[src/rtl/servo_ramp_scheduler.sv]
// Frame-synchronous servo position scheduler: accepts per-channel target/step
// commands and slews each channel's position by at most one step per frame.
module servo_ramp_scheduler #(
  parameter int unsigned NUM_CH       = 4,
  parameter int unsigned FRAME_CYCLES = 719426,
  parameter logic [7:0]  DEF_STEP     = 8'd4,
  parameter logic [7:0]  CENTER       = 8'd128
) (
  input  logic                  clk,
  input  logic                  reset,
  input  logic                  cmd_valid,
  output logic                  cmd_ready,
  input  logic [3:0]            cmd_ch,
  input  logic [7:0]            cmd_target,
  input  logic [7:0]            cmd_step,
  input  logic                  cmd_en,
  output logic [8*NUM_CH-1:0]   pos_data,
  output logic [NUM_CH-1:0]     servo_en,
  output logic [NUM_CH-1:0]     busy,
  output logic                  all_settled,
  output logic                  frame_tick
);

  localparam int unsigned IW = (NUM_CH > 1) ? $clog2(NUM_CH) : 1;
  localparam int unsigned FW = $clog2(FRAME_CYCLES);
  localparam logic [FW-1:0] LAST_CNT = FW'(FRAME_CYCLES - 1);
  localparam logic [IW-1:0] LAST_IDX = IW'(NUM_CH - 1);

  typedef enum logic {IDLE, SWEEP} state_t;

  state_t        state;
  logic [FW-1:0] cnt;
  logic [IW-1:0] idx;
  logic [7:0]    pos  [NUM_CH];
  logic [7:0]    tgt  [NUM_CH];
  logic [7:0]    step [NUM_CH];

  logic          cmd_acc;
  logic          cmd_hit;
  logic [IW-1:0] cmd_idx;
  logic [7:0]    cur_pos, cur_tgt, new_pos;
  logic [8:0]    s9, up, dn, lo_lim;

  // frame_tick is registered one count early so it lines up with cnt == LAST_CNT
  always_ff @(posedge clk or posedge reset) begin
    if (reset) begin
      cnt        <= '0;
      frame_tick <= 1'b0;
    end else begin
      cnt        <= (cnt == LAST_CNT) ? '0 : cnt + 1'b1;
      frame_tick <= (cnt == LAST_CNT - 1'b1);
    end
  end

  assign cmd_acc = cmd_valid && cmd_ready;
  assign cmd_hit = ({1'b0, cmd_ch} < 5'(NUM_CH));
  assign cmd_idx = cmd_ch[IW-1:0];

  // Slew at 9 bits so neither the step-up nor the step-down can wrap
  always_comb begin
    cur_pos = pos[idx];
    cur_tgt = tgt[idx];
    s9      = (step[idx] == 8'd0) ? 9'd255 : {1'b0, step[idx]};
    up      = {1'b0, cur_pos} + s9;
    dn      = {1'b0, cur_pos} - s9;
    lo_lim  = {1'b0, cur_tgt} + s9;
    new_pos = cur_pos;
    if (cur_pos < cur_tgt)
      new_pos = (up > {1'b0, cur_tgt}) ? cur_tgt : up[7:0];
    else if (cur_pos > cur_tgt)
      new_pos = ({1'b0, cur_pos} < lo_lim) ? cur_tgt : dn[7:0];
  end

  always_ff @(posedge clk or posedge reset) begin
    if (reset) begin
      state     <= IDLE;
      idx       <= '0;
      cmd_ready <= 1'b0;
      servo_en  <= '0;
      for (int unsigned i = 0; i < NUM_CH; i++) begin
        pos[i]  <= CENTER;
        tgt[i]  <= CENTER;
        step[i] <= DEF_STEP;
      end
    end else begin
      case (state)
        IDLE: begin
          cmd_ready <= 1'b1;
          if (cmd_acc && cmd_hit) begin
            tgt[cmd_idx]      <= cmd_target;
            step[cmd_idx]     <= cmd_step;
            servo_en[cmd_idx] <= cmd_en;
          end
          if (frame_tick) begin
            state     <= SWEEP;
            idx       <= '0;
            cmd_ready <= 1'b0;
          end
        end
        SWEEP: begin
          pos[idx] <= new_pos;
          if (idx == LAST_IDX) begin
            state     <= IDLE;
            cmd_ready <= 1'b1;
          end else begin
            idx <= idx + 1'b1;
          end
        end
        default: state <= IDLE;
      endcase
    end
  end

  always_comb begin
    pos_data = '0;
    busy     = '0;
    for (int unsigned i = 0; i < NUM_CH; i++) begin
      pos_data[8*i +: 8] = pos[i];
      busy[i]            = (pos[i] != tgt[i]);
    end
  end

  assign all_settled = ~|busy;

endmodule

[config.mk]
export PLATFORM = sky130hd
export DESIGN_NAME = servo_ramp_scheduler
export DESIGN_NICKNAME = d
export VERILOG_FILES = /design/src/rtl/servo_ramp_scheduler.sv
export SDC_FILE = /design/constraint.sdc
export NUM_CORES = 1
export LEC_CHECK = 0
export CORE_MARGIN = 2
export CORE_UTILIZATION = 45
export CTS_CLUSTER_SIZE = 40
export DETAILED_ROUTE_END_ITERATION = 7
export DONT_BUFFER_PORTS = 1
export HOLD_SLACK_MARGIN = 0.02
export PLACE_DENSITY = 0.63
export SETUP_SLACK_MARGIN = 0.15
export SYNTH_ARGS = -nofsm -noshare
export SYNTH_HDL_FRONTEND = slang
export SYNTH_SLANG_ARGS = --single-unit
export TNS_END_PERCENT = 30
[constraint.sdc]
create_clock -name clk -period 10.5 [get_ports clk]
set_input_delay 2.625 -clock clk [delete_from_list [all_inputs] [get_ports clk]]
set_output_delay 2.625 -clock clk [all_outputs]
set_load 0.01 [all_outputs]
==> reports/metrics.cfg <==
[hold_path]
hold_path_end=cnt[8]
hold_start=cnt[8]
hold_depth=1
hold_class=reg2reg

[global_route]
antenna_found_initial=0
grt_max_degree=81
grt_usage_pct=23.6
grt_overflow_total=0
grt_pass1_wl_um=33600
grt_pass1_vias=6124

[pwr]
swShare_pct=33.2
combPwrFrac_pct=31.2
pwr-share-seq_pct=34.0
ir_drop_uv=110
p_sw_uw=585
power.internal_uw=1180
leakage_uw=0.00395
p_per_area_mw_per_mm2=199
power.share.clock_pct=34.8

[synth]
synth_cells=722
yosysTopAreaCellShare_pct=35.1
yosysSeqAreaShare_pct=39.0
yosys_warnings=0
yosys-top-cells-area=dfrtp_1, mux2_2, ha_1
synth-seq-cells=125
yosysTopAreaCell=dfrtp_1
synth_cell_types=70
synth_edf_count=0
async_reset_ff_share_pct=100
syn_area_mm2=0.00806
syn-num-nets=797
avgSynthCellArea_um2=11.2
ys.flop_type=dfrtp_1

[setup_path]
arrival_ps=6290
path_class=reg2reg
max_stage_delay_ps=790
start_kind=flip-flop
critical_path.max_fanout=14
reg2reg_from=idx[1]
crit_required_ps=10800
end_kind=flip-flop
rr_worst_depth=20
r2r-end=pos_data[31]
rrSetupSlack_ps=4510
worstPathCellList=mux4_2 -> nor4_4 -> nand2_1 -> nand2b_1 -> ha_1 -> a21oi_1 -> nor3_1 -> nor2_1 -> nor3_1 -> a211oi_1 -> xor2_1 -> ha_1 -> and4_1 -> a2111oi_0 -> a31oi_1 -> o2111ai_2 -> and2_4 -> mux2_2 -> a21oi_1 -> a31oi_1
cp-startpoint=idx[1]
cp_slowest_cell=dfrtp_1
cp_num_buf_inv=0
critPathTopFamily=simple AND/OR/NAND/NOR gates

[sta]
fmax_mhz=167
holdWs_ps=488
rsz0062_at_grt=no
period_needed_ps=5990
tns_ps=0
slew_violations=0
final.setup_skew_ps=12.5
post-route-period-util_pct=57.1
slew_headroom_pct=18.7
hold_viol=0
tightestPinTransition_ps=1220
setup_viol_count_final=0

[drt]
ant_nets=0
drt_wl_total_um=21400
wl_per_cell_um=22.4
drc_errors=0
drt_iter0_markers=565
vias_per_cell=6.14
via_count=5871
dr.pass1.iters=5

[clocking]
clock_latency_ps=410
clk_path_buf_depth=2
ctsHtreeMaxLevel=4
cts_resized=0
path_clk_slew_ps=60
cts_tree=done
cts_setup_buffers=0
cts-root-buf=clkbuf_16
cts_inserted_buffers=17
cts_sinks=125
hold_buffers=0

[final_layout]
design_area_mm2=0.00885
syn_to_final_growth_pct=9.78
nFillCells=1556
post-route-util_pct=50.8
fin_nets=793
n_antenna_cell=0
layout_commonest_cell=dfrtp_1
layout-drive-gt1-share_pct=23.4
layout_common_cells=dfrtp_1, mux2_2, xor2_1

[floorplan]
fp.dieH_um=138
die_w_um=138
core_area_mm2=0.0174
start_util_pct=46.3
rows=48
pin_count=67
fp.dieArea_mm2=0.0190

[run]
max-cap-violations=0

[place]
detailed_place_hpwl_um=15900
place.gp.congestion=1.00
numPortBuffers=0
place_area_mm2=0.00822

[run_status]
status=complete, no violations

[final cells by class]
type                    instances  area, um^2  share of cell area (%)
flip-flops and latches        125        3140                    35.5
clock buffers                  20         467                    5.28
well taps                     225         282                    3.18
inverters                      27         104                    1.17
repair buffers                  4        30.0                   0.339
clock inverters                12         160                    1.81
multi-input cells             543        4660                    52.7
[worst register-to-register path, delay by kind of cell, from the launching register on]
family          cells  cell delay [ps]
simple gates        8             2050
compound gates      7             1540
mux                 2              860
flops               1              790
fa+ha+maj           2              490
xor+xnor            1              160
[state kept, by name (all words and copies together), names as in the netlist]
register    cells
frame_tick      1
cmd_ready       1
tgt            32
pos_data       32
step           32
cnt            20
state           1
servo_en        4
idx             2
[metrics by stage]
stage	cells	total power, uW	setup WS, ps
finish	956	1760	4510
global route	956	1850	3970
CTS	956	1760	4640
detailed placement	924	1140	4620
global placement	924	1120	4800
floorplan	722	1000	4570
[synthesized netlist by cell type (all sizes together), types with 12 or more instances]
library cell and count:
mux2 86, xnor2 18, inv 27, nand2 42, o21ai 25, clkbuf 14
nor4 13, ha 50, dfstp 12, nor2 39, a21oi 30, nand3 17
xor2 54, nor3 14, a31oi 14, dfrtp 113, mux4 24, buf 13
[cells by family after synthesis]
logic type	count (synthesis)	share of synthesized area, %
AND/OR/NAND/NOR	182	12.0
AO/OA/AOI/OAI	125	10.6
flip-flops	125	39.0
multiplexers	113	19.3
XOR/XNOR	72	7.82
buffers and inverters	54	3.26
adder cells (fa/ha/maj)	51	8.01
[power groups by stage]
stage | Clock, uW | Sequential, uW | Combinational, uW
after floorplan | 0 | 587 | 414
after global placement | 0 | 600 | 520
after detailed placement | 0 | 606 | 536
after CTS | 620 | 598 | 539
after global routing | 643 | 605 | 600
final | 613 | 598 | 549
[routing by layer]
metal | wire length [um] | GRT usage [%] | share of wire (%)
met5 | 0 | 0 | 0
met4 | 580 | 8.62 | 2.7
met3 | 1550 | 5.85 | 7.2
met2 | 10400 | 38.8 | 48
met1 | 8930 | 30.4 | 42
[worst max path at each step]
stage	end	slack, ps	cells after the start
5_1_grt	pos_data[31]	3970	20
3_3_place_gp	pos_data[7]	4800	20
4_1_cts	pos_data[23]	4640	20
3_5_place_dp	pos_data[31]	4620	20
6_report	pos_data[31]	4510	20
2_1_floorplan	cmd_ready	4570	1
Power figures use the tool's default switching activity.
